### src/rtl/otter_io_pkg.sv
// Shared state type and register map for the OTTER UART transmitter.
package otter_io_pkg;

  typedef enum logic [1:0] {IDLE, START, DATA, STOP} uart_state_t;

  localparam logic [3:0] UART_DATA_OFS = 4'h0;
  localparam logic [3:0] UART_STAT_OFS = 4'h4;
  localparam logic [3:0] UART_CTRL_OFS = 4'h8;

  localparam int STAT_BUSY  = 0;
  localparam int STAT_FULL  = 1;
  localparam int STAT_EMPTY = 2;
  localparam int STAT_OVF   = 3;
  localparam int STAT_COUNT = 8;

endpackage

### src/rtl/otter_sync_fifo.sv
// Synchronous first-word-fall-through FIFO; a push into a full FIFO is taken
// only when a pop happens in the same cycle.
module otter_sync_fifo #(
  parameter int WIDTH = 8,
  parameter int DEPTH = 16
) (
  input  logic                     CLK,
  input  logic                     RST_N,
  input  logic                     push,
  input  logic                     pop,
  input  logic [WIDTH-1:0]         din,
  output logic [WIDTH-1:0]         dout,
  output logic                     full,
  output logic                     empty,
  output logic [$clog2(DEPTH):0]   count
);

  localparam int AW = $clog2(DEPTH);
  localparam logic [AW:0] DEPTH_CNT = DEPTH[AW:0];

  logic [WIDTH-1:0] mem [DEPTH];
  logic [AW-1:0]    wr_ptr;
  logic [AW-1:0]    rd_ptr;
  logic             do_push;
  logic             do_pop;

  assign full    = (count == DEPTH_CNT);
  assign empty   = (count == '0);
  assign do_pop  = pop && !empty;
  assign do_push = push && (!full || do_pop);
  assign dout    = mem[rd_ptr];

  // Pointers are AW bits wide, so they wrap modulo DEPTH on their own.
  always_ff @(posedge CLK or negedge RST_N) begin
    if (!RST_N) begin
      wr_ptr <= '0;
      rd_ptr <= '0;
      count  <= '0;
    end else begin
      if (do_push) wr_ptr <= wr_ptr + 1'b1;
      if (do_pop)  rd_ptr <= rd_ptr + 1'b1;
      case ({do_push, do_pop})
        2'b10:   count <= count + 1'b1;
        2'b01:   count <= count - 1'b1;
        default: ;
      endcase
    end
  end

  always_ff @(posedge CLK) begin
    if (do_push) mem[wr_ptr] <= din;
  end

endmodule

### src/rtl/otter_uart_tx.sv
// Memory-mapped 8N1 UART transmitter for the OTTER IO bus: register decode,
// FIFO buffering, bit-timing FSM and a level interrupt.
module otter_uart_tx
  import otter_io_pkg::*;
#(
  parameter int          CLK_FREQ   = 50_000_000,
  parameter int          BAUD       = 115_200,
  parameter int          FIFO_DEPTH = 16,
  parameter logic [31:0] BASE_ADDR  = 32'h1100_00C0
) (
  input  logic        CLK,
  input  logic        RST_N,
  input  logic [31:0] IOBUS_ADDR,
  input  logic [31:0] IOBUS_OUT,
  input  logic        IOBUS_WR,
  output logic [31:0] RD_DATA,
  output logic        RD_HIT,
  output logic        TX,
  output logic        IRQ
);

  localparam int DIV = CLK_FREQ / BAUD;
  localparam int CW  = $clog2(FIFO_DEPTH) + 1;
  localparam int BW  = (DIV > 2) ? $clog2(DIV) : 1;
  localparam logic [BW-1:0] BAUD_RELOAD = BW'(DIV - 1);

  if (DIV < 2) begin : g_div_check
    $error("otter_uart_tx: CLK_FREQ/BAUD must be at least 2");
  end
  if (FIFO_DEPTH < 2 || FIFO_DEPTH > 256 || (FIFO_DEPTH & (FIFO_DEPTH - 1)) != 0) begin : g_depth_check
    $error("otter_uart_tx: FIFO_DEPTH must be a power of 2 in 2..256");
  end

  logic [31:0]   ofs;
  logic          hit;
  logic          data_wr;
  logic          stat_wr;
  logic          ctrl_wr;
  logic          ovf_set;
  logic          overflow;
  logic          irq_en;
  logic [31:0]   status;
  logic          unused_iobus;

  logic          fifo_pop;
  logic [7:0]    fifo_dout;
  logic          fifo_full;
  logic          fifo_empty;
  logic [CW-1:0] fifo_count;

  uart_state_t   state, state_n;
  logic [BW-1:0] baud_cnt, baud_n;
  logic [2:0]    bit_idx, bit_n;
  logic [7:0]    shift, shift_n;
  logic          tx_n;

  // BASE_ADDR is word aligned, so the low offset bits are the address bits.
  assign ofs     = IOBUS_ADDR - BASE_ADDR;
  assign hit     = (ofs[1:0] == 2'b00) && (ofs < 32'd12);
  assign data_wr = IOBUS_WR && hit && (ofs[3:0] == UART_DATA_OFS);
  assign stat_wr = IOBUS_WR && hit && (ofs[3:0] == UART_STAT_OFS);
  assign ctrl_wr = IOBUS_WR && hit && (ofs[3:0] == UART_CTRL_OFS);
  assign ovf_set = data_wr && fifo_full && !fifo_pop;
  assign RD_HIT  = hit;
  assign unused_iobus = &{1'b0, IOBUS_OUT[31:8]};

  otter_sync_fifo #(
    .WIDTH (8),
    .DEPTH (FIFO_DEPTH)
  ) u_fifo (
    .CLK   (CLK),
    .RST_N (RST_N),
    .push  (data_wr),
    .pop   (fifo_pop),
    .din   (IOBUS_OUT[7:0]),
    .dout  (fifo_dout),
    .full  (fifo_full),
    .empty (fifo_empty),
    .count (fifo_count)
  );

  always_comb begin
    status                     = '0;
    status[STAT_BUSY]          = (state != IDLE);
    status[STAT_FULL]          = fifo_full;
    status[STAT_EMPTY]         = fifo_empty;
    status[STAT_OVF]           = overflow;
    status[STAT_COUNT +: CW]   = fifo_count;
    RD_DATA                    = '0;
    if (hit) begin
      case (ofs[3:0])
        UART_STAT_OFS: RD_DATA = status;
        UART_CTRL_OFS: RD_DATA = {31'b0, irq_en};
        default:       RD_DATA = '0;
      endcase
    end
  end

  // An overflow on the same edge as a clear request keeps the flag set.
  always_ff @(posedge CLK or negedge RST_N) begin
    if (!RST_N) begin
      overflow <= 1'b0;
      irq_en   <= 1'b0;
      IRQ      <= 1'b0;
    end else begin
      if (ovf_set)                    overflow <= 1'b1;
      else if (stat_wr && IOBUS_OUT[3]) overflow <= 1'b0;
      if (ctrl_wr) irq_en <= IOBUS_OUT[0];
      IRQ <= irq_en && fifo_empty && (state == IDLE);
    end
  end

  always_ff @(posedge CLK or negedge RST_N) begin
    if (!RST_N) begin
      state    <= IDLE;
      baud_cnt <= '0;
      bit_idx  <= '0;
      shift    <= '0;
      TX       <= 1'b1;
    end else begin
      state    <= state_n;
      baud_cnt <= baud_n;
      bit_idx  <= bit_n;
      shift    <= shift_n;
      TX       <= tx_n;
    end
  end

  // Each state holds its line level for DIV cycles, advancing when the
  // counter reads zero.
  always_comb begin
    state_n  = state;
    baud_n   = baud_cnt;
    bit_n    = bit_idx;
    shift_n  = shift;
    tx_n     = TX;
    fifo_pop = 1'b0;
    case (state)
      IDLE: begin
        if (!fifo_empty) begin
          fifo_pop = 1'b1;
          shift_n  = fifo_dout;
          tx_n     = 1'b0;
          baud_n   = BAUD_RELOAD;
          state_n  = START;
        end
      end
      START: begin
        if (baud_cnt == '0) begin
          tx_n    = shift[0];
          bit_n   = '0;
          baud_n  = BAUD_RELOAD;
          state_n = DATA;
        end else begin
          baud_n = baud_cnt - 1'b1;
        end
      end
      DATA: begin
        if (baud_cnt == '0) begin
          baud_n = BAUD_RELOAD;
          if (bit_idx == 3'd7) begin
            tx_n    = 1'b1;
            state_n = STOP;
          end else begin
            shift_n = {1'b0, shift[7:1]};
            tx_n    = shift[1];
            bit_n   = bit_idx + 1'b1;
          end
        end else begin
          baud_n = baud_cnt - 1'b1;
        end
      end
      STOP: begin
        if (baud_cnt == '0) state_n = IDLE;
        else                baud_n  = baud_cnt - 1'b1;
      end
      default: state_n = IDLE;
    endcase
  end

endmodule

### config.mk
export PLATFORM = sky130hd
export DESIGN_NAME = otter_uart_tx
export DESIGN_NICKNAME = d
export VERILOG_FILES = /design/src/rtl/otter_io_pkg.sv /design/src/rtl/otter_sync_fifo.sv /design/src/rtl/otter_uart_tx.sv
export SDC_FILE = /design/constraint.sdc
export NUM_CORES = 1
export LEC_CHECK = 0
export ABC_AREA = 1
export BUFFER_PORTS_ARGS = -buffer_cell sky130_fd_sc_hd__buf_2
export CORE_UTILIZATION = 57
export CTS_CLUSTER_SIZE = 8
export DETAILED_ROUTE_END_ITERATION = 6
export PLACE_DENSITY = 0.88
export SYNTH_ARGS = -nofsm -noshare
export SYNTH_HDL_FRONTEND = slang
export SYNTH_SLANG_ARGS = --single-unit
### constraint.sdc
create_clock -name CLK -period 3.1 [get_ports CLK]
set_clock_uncertainty 0.05 [all_clocks]
set_input_delay 0.775 -clock CLK [delete_from_list [all_inputs] [get_ports CLK]]
set_output_delay 0.775 -clock CLK [all_outputs]
set_load 0.05 [all_outputs]
==> metrics.md <==
| Metric | Value |
|---|---|
| Fin crit share | 114% |
| Vias in the first global route | 6963 |
| Vias per inst | 5.85 |
| Critical path type | input port to primary output |
| DP Wirelength | 13.4 mm |
| Die extent in x | 124 µm |
| Synth warn | 0 |
| Final setup TNS | -4.17 ns |
| Fin worst setup slack | -0.430 ns |
| Count leader, synth | edfxtp_1 |
| Die area | 0.0154 mm² |
| Row count | 44 |
| Failing checks | setup timing |
| Outcome | finished, violations left |
| Max Cap Viol | 0 |
| Mapped Cells | 858 |
| Root buf cell | clkbuf_16 |
| Leakage power | 0.00469 µW |
| Final min period | 3.53 ns |
| Mapped Avg Cell Area | 9.93 µm² |
| R2r worst-path depth | 15 |
| Async set or reset register ratio after synthesis | 23.4% |
| First-pass GRT wire length | 34.0 mm |
| Final Cell Area | 0.0107 mm² |
| Min-Delay Path Class | input port to asynchronous set/reset pin |
| Top-area cell type share of the netlist area | 45.1% |
| Iter 0 DRT Violations | 957 |
| Vias | 7035 |
| Sequential power share | 49.6% |
| IO Pins | 102 |
| GR Overflow Total | 0 |
| EDFF count, synth | 128 |
| PwrDens | 456 mW/mm² |
| Worst path arrival time | 2.71 ns |
| Wire per inst | 18.6 µm |
| RSZ-0062 raised after global routing | yes |
| Clk slew on worst S/H paths | 0.07 ns |
| Clk buf depth | 2 |
| Sw power | 1080 µW |
| Drt pass-1 iters | 5 |
| Worst path required time | 2.27 ns |
| Clock power frac | 44.1% |
| Post-synth top flop | edfxtp_1 |
| CORE AREA | 0.0145 mm² |
| Combinational share of power | 6.3% |
| Synth top cells by count | edfxtp_1, nand2_1, inv_1, nor2_1, o21ai_0 |
| Critical Path Fanout Max | 5 |
| Number of diodes | 0 |
| Seq/Total Area, Yosys | 56.6% |
| Initial core utilization | 58.6% |
| Share of layout cells above drive strength 1 | 25.5% |
| Setup crit end kind | primary output |
| Area post-placement | 0.00961 mm² |
| Worst-margin pin slew | 0.779 ns |
| # DRC | 0 |
| Max_slew headroom | 48.1% |
| Final max-slew violation count | 0 |
| Synth area leader | edfxtp_1 |
| DRT Wirelength | 22.4 mm |
| CTS tree | yes |
| Achievable clock frequency | 283 MHz |
| Worst setup SP type | input port |
| Sw frac | 22.1% |
| Clock sink count | 167 |
| RD Place Congestion | 0.900 |
| Latest clock arrival within the worst-skew pair | 0.44 ns |
| Peak supply drop | 0.408 mV |
| Routed Antenna Nets | 0 |
| R2R Setup Slk | 0.06 ns |
| GRT Util Overall | 28.1% |
| Count of final setup violators | 15 |
| Final hold violation count | 0 |
| Power, Total | 4860 µW |
| Mapped Area | 0.00852 mm² |
| Largest net degree at the start of global routing | 61 |
| Htree depth | 4 |
| Int Pwr | 3790 µW |
| Die Height | 124 µm |
| TritonCTS buffer count | 17 |
| Synth cell types | 43 |
| Synth top area cells | edfxtp_1, dfrtp_1, nand2_1 |
| Yosys reg bits | 167 |
| PortBufs | 54 |
| Area growth, synth to finish | 25.1% |
| Nets | 1088 |
| Initial antenna violation count | 0 |
==> registers in the layout, summed over array words and instances (netlist names), 2 cells and up <==
name	flops
baud_cnt	9
u_fifo.rd_ptr	4
shift	8
state	2
bit_idx	3
u_fifo.wr_ptr	4
u_fifo.count	5
u_fifo.mem	128
==> layer usage <==
metal	vias up	global-route usage (%)	share of wire, %
li1	3197	-	-
met1	3298	32.3	37
met2	434	49.4	51
met3	106	6.01	7.5
met4	0	14.1	4.8
met5	-	0	0
==> final cells by class <==
| type | count | area [µm²] |
|---|---|---|
| multi-input cells | 557 | 3430 |
| well taps | 184 | 230 |
| flip-flops and latches | 167 | 4820 |
| inverters | 108 | 410 |
| fillers | 908 | 3870 |
| clock inverters | 11 | 149 |
| repair buffers | 155 | 1180 |
| clock buffers | 21 | 440 |
==> cell usage in the layout, fill, tap and decap left out, types with 4 or more instances in the layout <==
master and instances:
nand3_2 6, clkbuf_1 4, inv_1 102, nand2_4 4, nor2_1 65, mux2i_1 32, nand2_2 12, nand4_1 15
ha_1 13, dfrtp_1 37, buf_6 21, xor2_1 10, buf_2 36, buf_8 4, o211ai_1 28, nand3_1 33
nor2_2 8, o21ai_0 68, nor3_1 5, edfxtp_1 128, nand3b_1 7, nor2_4 19, nand2_1 117, conb_1 23
nand4_4 4, clkbuf_16 17, buf_4 94, inv_2 4, a21oi_1 49
==> timing repair <==
item | 4_1_cts | 5_1_grt
gates cloned | 1 | 0
resized for setup | 34 | 53
setup buffers | 17 | 9
hold buffers | 0 | 0
pin swaps | 14 | 23
setup endpoints to repair | 11 | 35
==> power by group through the flow <==
stage	clock network, µW	registers [µW]	logic, µW
after floorplan	0	2460	151
after global placement	0	2460	258
after detailed placement	0	2460	265
after CTS	2130	2410	284
after global routing	2250	2410	329
final	2150	2410	304
==> cell families after synthesis <==
kind of cell,Yosys count,share of synthesized area [%]
buffers and inverters,157,8.02
AND/OR/NAND/NOR,305,16.9
XOR/XNOR,16,1.64
adder cells (fa/ha/maj),15,2.20
multiplexers,32,3.76
flip-flops,167,56.6
AO/OA/AOI/OAI,165,10.9
other,1,0.0440
==> critical path, stage by stage <==
cell     delay, ns
buf_2         0.14
nor2_2        0.14
nand2_2       0.10
inv_1         0.12
nand2_1       0.10
nand2_1       0.07
nand2_1       0.05
nor2_1        0.07
nand2_1       0.06
nor2_1        0.09
nand2_1       0.12
nor2_4        0.15
nand3_4       0.10
inv_6         0.11
nand2_8       0.10
nor3_4        0.20
buf_6         0.19
==> per-stage QoR <==
stage,cells,setup slack (ns),utilization [%],hold WS (ns)
global placement,1151,-0.552,66.1,0.419
finish,1203,-0.430,73.4,0.303
CTS,1201,-0.283,71.9,0.306
detailed placement,1151,-0.615,66.1,0.424
global route,1203,-0.533,73.4,0.334
floorplan,880,-0.416,-,0.399
==> worst paths after layout <==
kind	startpoint	endpoint
setup / recovery	IOBUS_ADDR[14]	RD_DATA[1]
hold / removal	RST_N	u_fifo.rd_ptr[0]$_DFFE_PN0P_
setup reg to reg	u_fifo.count[1]$_DFFE_PN0P_	u_fifo.count[4]$_DFFE_PN0P_
hold reg to reg	TX$_DFFE_PN1P_	TX$_DFFE_PN1P_
max in group asynchronous	RST_N	u_fifo.wr_ptr[1]$_DFFE_PN0P_
min in group CLK	TX$_DFFE_PN1P_	TX$_DFFE_PN1P_
Power figures use the tool's default switching activity.
